--- src/rtl/click_classifier.sv ---
// Groups debounced button pulses into click bursts (1..MAX_CLICKS) and presents
// each finished burst as one event in a one-deep valid/ready output slot.
module click_classifier #(
  parameter int WINDOW     = 5000,
  parameter int MAX_CLICKS = 3
) (
  input  logic       clk,
  input  logic       rst,
  input  logic       btn_pulse,
  input  logic       evt_ready,
  output logic       evt_valid,
  output logic [1:0] evt_count,
  output logic       overflow
);

  // Handshake: an event transfers on any cycle with evt_valid && evt_ready;
  // evt_count is held stable while evt_valid is high and evt_ready is low,
  // and evt_ready has no effect while evt_valid is low.

  localparam int TW = (WINDOW > 1) ? $clog2(WINDOW) : 1;
  localparam logic [TW-1:0] TIMER_LAST = TW'(WINDOW - 1);
  localparam logic [1:0]    CNT_MAX    = 2'(MAX_CLICKS);

  typedef enum logic {
    IDLE,
    COUNTING
  } state_t;

  state_t          state;
  state_t          state_next;
  logic [1:0]      cnt;
  logic [1:0]      cnt_next;
  logic [TW-1:0]   timer;
  logic [TW-1:0]   timer_next;
  logic            emit;
  logic [1:0]      emit_count;
  logic            slot_open;

  always_comb begin
    state_next = state;
    cnt_next   = cnt;
    timer_next = timer;
    emit       = 1'b0;
    emit_count = cnt;
    case (state)
      IDLE: begin
        if (btn_pulse) begin
          cnt_next   = 2'd1;
          timer_next = '0;
          if (MAX_CLICKS == 1) begin
            emit       = 1'b1;
            emit_count = 2'd1;
          end else begin
            state_next = COUNTING;
          end
        end
      end
      COUNTING: begin
        // A pulse coinciding with the timeout is still counted.
        if (btn_pulse) begin
          cnt_next   = cnt + 2'd1;
          timer_next = '0;
          if (cnt + 2'd1 == CNT_MAX) begin
            emit       = 1'b1;
            emit_count = cnt + 2'd1;
            state_next = IDLE;
          end
        end else if (timer == TIMER_LAST) begin
          emit       = 1'b1;
          emit_count = cnt;
          state_next = IDLE;
        end else begin
          timer_next = timer + 1'b1;
        end
      end
      default: state_next = IDLE;
    endcase
  end

  assign slot_open = !evt_valid || evt_ready;

  always_ff @(posedge clk) begin
    if (rst) begin
      state     <= IDLE;
      cnt       <= 2'd0;
      timer     <= '0;
      evt_valid <= 1'b0;
      evt_count <= 2'd0;
      overflow  <= 1'b0;
    end else begin
      state <= state_next;
      cnt   <= cnt_next;
      timer <= timer_next;
      // An emit into a full, non-draining slot is dropped and flagged.
      if (emit) begin
        if (slot_open) begin
          evt_valid <= 1'b1;
          evt_count <= emit_count;
        end else begin
          overflow <= 1'b1;
        end
      end else if (evt_valid && evt_ready) begin
        evt_valid <= 1'b0;
      end
    end
  end

endmodule
--- config.mk ---
export PLATFORM = sky130hd
export DESIGN_NAME = click_classifier
export DESIGN_NICKNAME = d
export VERILOG_FILES = /design/src/rtl/click_classifier.sv
export SDC_FILE = /design/constraint.sdc
export NUM_CORES = 1
export LEC_CHECK = 0
export CORE_ASPECT_RATIO = 1.25
export CORE_UTILIZATION = 50
export DETAILED_ROUTE_END_ITERATION = 8
export HOLD_SLACK_MARGIN = 0.02
export PLACE_DENSITY = 0.77
export SLEW_MARGIN = 20
export SYNTH_ARGS = -nofsm -noshare
export SYNTH_HDL_FRONTEND = slang
export SYNTH_SLANG_ARGS = --single-unit
--- constraint.sdc ---
create_clock -name clk -period 1.99 [get_ports clk]
set_clock_uncertainty 0.1 [all_clocks]
set_input_delay 0.597 -clock clk [delete_from_list [all_inputs] [get_ports clk]]
set_output_delay 0.597 -clock clk [all_outputs]
set_load 0.02 [all_outputs]
Word-level counts from Yosys, hierarchy flattened
Index checks and enable logic that the tools add are counted.

Register bits after elaboration: 20. Input port bits: 4. Output and inout port bits: 4.

Add/sub/neg operators: 2. Equality and inequality tests: 6. Mux-type cells: 22. Bitwise gates (word level): 2. Reduce and logical (&&, ||, !) cells: 9.

Operator list (number): $mux 13 (3); $pmux 13 s2 (1); $add 13x1->13 const B (1); $eq 13x13->1 const B (1); $mux 1 (11); $mux 2 (5); $reduce_and 2->1 (5); $ne 2x2->1 const B (2); $pmux 2 s2 (1); $ne 3x3->1 const B (1); $add 2x1->2 const B (1); $eq 2x2->1 const B (1); $ne 2x1->1 const B (1); $not 1->1 (2); $pmux 1 s2 (1); $reduce_bool 2->1 (1); $logic_and 1x1->1 (1); $logic_not 1->1 (1); $logic_or 1x1->1 (1).

Longest topological paths before layout
Word-level depth: 7. Depth in mapped cells: 6.

Least setup slack after synthesis
No wires, ideal clock.

Kind: input -> register. Start: input port btn_pulse. End: register timer[3]. Library setup time: 60 ps. Arrival time: 1677 ps. Path slack: 153 ps. Stages on the path: 4. Buffers on the path: 1. Cell sequence: buf_4 or2_1 or4_2 nand2_1.

Cells in the longest elaborated chain, start to end: 2.

Ends and longest elaborated chain: from (decl) (RTL line 9) `input logic btn_pulse,`; $mux 13, or another cell as far along (RTL line 60) `if (btn_pulse) begin`; $pmux 13 s2 or $reduce_and 2->1 (tied branches); to (signal assigned) (RTL line 93) `timer <= timer_next;`; to (decl) (RTL line 33) `logic [TW-1:0] timer;`.

Parallel ways exist; a longest one is shown, timed or not. A chain may end at the register's enable or synchronous reset.

Final worst setup path
Start: register timer[3]. End: register evt_count[1].

Cells in the longest elaborated chain, start to end: 5.

Ends and longest elaborated chain: $eq 13x13->1 (RTL line 68) `end else if (timer == TIMER_LAST) begin`; $mux 1 (RTL line 68); $mux 1 (RTL line 60); $mux 1 (RTL line 45) `case (state)`; $reduce_and 2->1 (no line); to (signal assigned) (RTL line 98) `evt_count <= emit_count;`; to (decl) (RTL line 12) `output logic [1:0] evt_count,`.

No other way between the ends.

==> reports/qor.csv <==
stage,metric,value,unit
floorplan,die_height,52.7,um
layout,finish.utilization,66.8,%
logic_synthesis,netlist_instances,116,
routing,detailedRoute.firstIterationViolations,13,
critical_path,timing_worst_setup_path_type,flip-flop to flip-flop,
sta,grt_setup_unrepaired,no,
sta,finalHoldViolations,0,
clocking,post-cts-setup-buffers,0,
layout,finish.cell_count_without_fillers,154,
sta,finalSetupViolations,0,
sta,final_max_slew_viol_count,0,
clocking,number_of_buffers_added_by_the_clock_tree_synthesis_step,3,
layout,drive_above_1_share,19.3,%
clocking,cts_sinks,20,
clocking,cts-htree-levels,1,
layout,post-route-cell-area,0.00124,sq mm
floorplan,core_region_area,0.00185,sq mm
clocking,clock_path_buffers,2,
placed_design,detailedPlace.worstSlack,-0.314,ns
floorplan,dieArea,0.00224,sq mm
clocking,ctsHoldBuffers,0,
logic_synthesis,synthFlopType,sky130_fd_sc_hd__dfxtp_1,
logic_synthesis,synth.cell_area,0.00103,sq mm
layout,area_growth,20.3,%
placed_design,finalWeightedCongestion,0.763,
routing,met1Wirelength,929,um
sta,slew_headroom,76.0,%
grt,antenna_found_initial,0,
logic_synthesis,count_of_flip_flops_with_a_built_in_enable_after_synthesis,0,
routing,drt-pass1-iter-count,4,
critical_path,cp.arrival,2.02,ns
logic_synthesis,seq_area_frac_synth,39.0,%
logic_synthesis,ys_types,35,
sta,finalCritPeriodShare,96.7,%
sta,tightest_slew,0.357,ns
critical_path,timing.critical_path.to_type,flip-flop,
routing,wl_per_cell,12.2,um
clocking,clk_pin_slew,0.10,ns
status,outcome,"complete, no violations",
floorplan,row_count,17,
clocking,tritoncts,done,
layout,antenna_cells_inserted,0,
power_and_ir_drop,cellLeakagePower,0.516,nW
layout,fin_nets,144,
grt,grt_max_degree,12,
routing,avgViaCountPerCell,5.53,
grt,vias_in_the_first_global_route,759,
layout,fillCellCount,163,
routing,met3_wirelength,23,um
floorplan,design.portCount,8,
routing,wl,1.88,mm
logic_synthesis,ys_async_sr_fraction,0,%
critical_path,cp_max_fo,6,
sta,finalCriticalPeriod,1.92,ns
critical_path,slack_of_the_worst_reg_to_reg_path,0.07,ns
min_path,worstHoldPathType,flip-flop to flip-flop,
clocking,root_buffer,sky130_fd_sc_hd__clkbuf_4,
grt,grtUsageTotal,19.1,%
power_and_ir_drop,max-vdd-ir-drop,404,uV
routing,count_of_antenna_violating_nets_left_after_detailed_routing,0,
placed_design,post-place-cells,151,
power_and_ir_drop,power_per_cell_area,527,mW/mm^2
logic_synthesis,synth_nets,123,
logic_synthesis,synth.yosys.warnings,0,
clocking,clk-insertion-delay-late,0.29,ns
logic_synthesis,syn_avg_cell_area,8.86,sq um
grt,grt_first_pass_wirelength,3.17,mm
logic_synthesis,yosys_register_bits,20,
routing,wl_met2,897,um
placed_design,post_place_instance_area,0.00120,sq mm
floorplan,chipWidth,42.5,um
clocking,ctsResizeCount,0,
routing,via_total_after_detailed_routing,851,
floorplan,initial_core_util,55.5,%
sta,clock.fmax,520,MHz
routing,top_layer,met4,
placed_design,hpwl,1.46,mm
sta,worst_slack,0.0663,ns
grt,grt_overflow,0,
placed_design,portBuffers,7,
sta,timing.setup.tns,0,ns
critical_path,critical_path_required,2.09,ns
critical_path,timing.critical_path.from_type,flip-flop,
routing,post-route-drc-count,0,
flow_run,maxCapViolCount,0,
final cells by class:
type / count / area, sq um / share of cell area, %
repair buffers: 21 / 185 / 15.0
well taps: 19 / 23.8 / 1.92
clock buffers: 3 / 22.5 / 1.82
flip-flops and latches: 20 / 402 / 32.5
multi-input cells: 88 / 592 / 47.9
inverters: 3 / 11.3 / 0.911
flip-flops by register name, summed over array words and instances, names as in the netlist:
signal / flops
timer: 13
overflow: 1
evt_valid: 1
cnt: 2
state: 1
evt_count: 2
per-layer routing:
metal	up-vias	global-route usage, %
met5	-	0
li1	452	-
met3	4	3.10
met4	0	9.38
met2	5	32.3
met1	390	23.3
cell usage after synthesis, types with 2 or more instances:
library cell / instances / area, sq um
sky130_fd_sc_hd__clkbuf_1: 3 / 11.3
sky130_fd_sc_hd__nand2b_1: 2 / 12.5
sky130_fd_sc_hd__ha_1: 3 / 37.5
sky130_fd_sc_hd__o21ai_0: 7 / 35.0
sky130_fd_sc_hd__nor2b_1: 2 / 12.5
sky130_fd_sc_hd__dfxtp_1: 20 / 400
sky130_fd_sc_hd__inv_1: 3 / 11.3
sky130_fd_sc_hd__nor3_1: 6 / 30.0
sky130_fd_sc_hd__nand4_1: 4 / 25.0
sky130_fd_sc_hd__mux2i_1: 2 / 20.0
sky130_fd_sc_hd__nor2_1: 13 / 48.8
sky130_fd_sc_hd__a21oi_1: 7 / 35.0
sky130_fd_sc_hd__xnor2_1: 3 / 26.3
sky130_fd_sc_hd__xor2_1: 2 / 17.5
sky130_fd_sc_hd__nor4_1: 2 / 12.5
sky130_fd_sc_hd__nand2_1: 11 / 41.3
sky130_fd_sc_hd__nand3_1: 6 / 30.0
sky130_fd_sc_hd__or3_1: 3 / 18.8
power breakdown:
group / leakage, nW / total, W / internal [W] / switching, W
Sequential: 0.162 / 0.000408 / 0.000405 / 0.00000380
Clock: 0.0138 / 0.000185 / 0.0000705 / 0.000114
Combinational: 0.339 / 0.0000583 / 0.0000291 / 0.0000292
Total: 0.516 / 0.000652 / 0.000504 / 0.000147
final timing paths:
| check | from | end | cells after the start |
|---|---|---|---|
| worst max-delay path | timer[3] | evt_count[1] | 4 |
| worst max register to register | timer[3] | evt_count[1] | 4 |
| worst min register to register | overflow | overflow | 2 |
| worst min-delay path | overflow | overflow | 2 |
metrics by stage:
step                      power [W]  hold WS, ns
after floorplan            0.000450        0.363
after global placement     0.000473        0.341
after detailed placement   0.000476        0.345
after CTS                  0.000662        0.362
after global routing       0.000684        0.404
final                      0.000652        0.362
cells by family after synthesis:
logic type,synth area share (%)
AND/OR/NAND/NOR,33.3
AO/OA/AOI/OAI,13.0
flip-flops,39.0
buffers and inverters,3.41
XOR/XNOR,4.26
multiplexers,3.41
adder cells (fa/ha/maj),3.65
cell usage in the layout (no fill, tap or decap), types with 2 or more instances in the layout:
| master | n |
|---|---|
| sky130_fd_sc_hd__dfxtp_1 | 19 |
| sky130_fd_sc_hd__buf_4 | 14 |
| sky130_fd_sc_hd__nor2_1 | 13 |
| sky130_fd_sc_hd__nand2_1 | 11 |
| sky130_fd_sc_hd__o21ai_0 | 7 |
| sky130_fd_sc_hd__a21oi_1 | 7 |
| sky130_fd_sc_hd__nand3_1 | 6 |
| sky130_fd_sc_hd__nor3_1 | 6 |
| sky130_fd_sc_hd__nand4_1 | 4 |
| sky130_fd_sc_hd__dlymetal6s2s_1 | 4 |
| sky130_fd_sc_hd__inv_1 | 3 |
| sky130_fd_sc_hd__xnor2_1 | 3 |
| sky130_fd_sc_hd__or3_1 | 3 |
| sky130_fd_sc_hd__ha_1 | 3 |
| sky130_fd_sc_hd__clkbuf_4 | 3 |
| sky130_fd_sc_hd__clkdlybuf4s50_1 | 3 |
| sky130_fd_sc_hd__nand2b_1 | 2 |
| sky130_fd_sc_hd__nor4_1 | 2 |
| sky130_fd_sc_hd__xor2_1 | 2 |
| sky130_fd_sc_hd__nor2b_1 | 2 |
| sky130_fd_sc_hd__mux2i_1 | 2 |
critical path, cell delays in order, from the launching register on:
cell and delay (ns):
sky130_fd_sc_hd__dfxtp_2 0.36, sky130_fd_sc_hd__or4_4 0.59, sky130_fd_sc_hd__nor4_4 0.35, sky130_fd_sc_hd__o21bai_2 0.13
sky130_fd_sc_hd__mux2_4 0.30
Note: power is estimated with default switching activity, not from simulation.
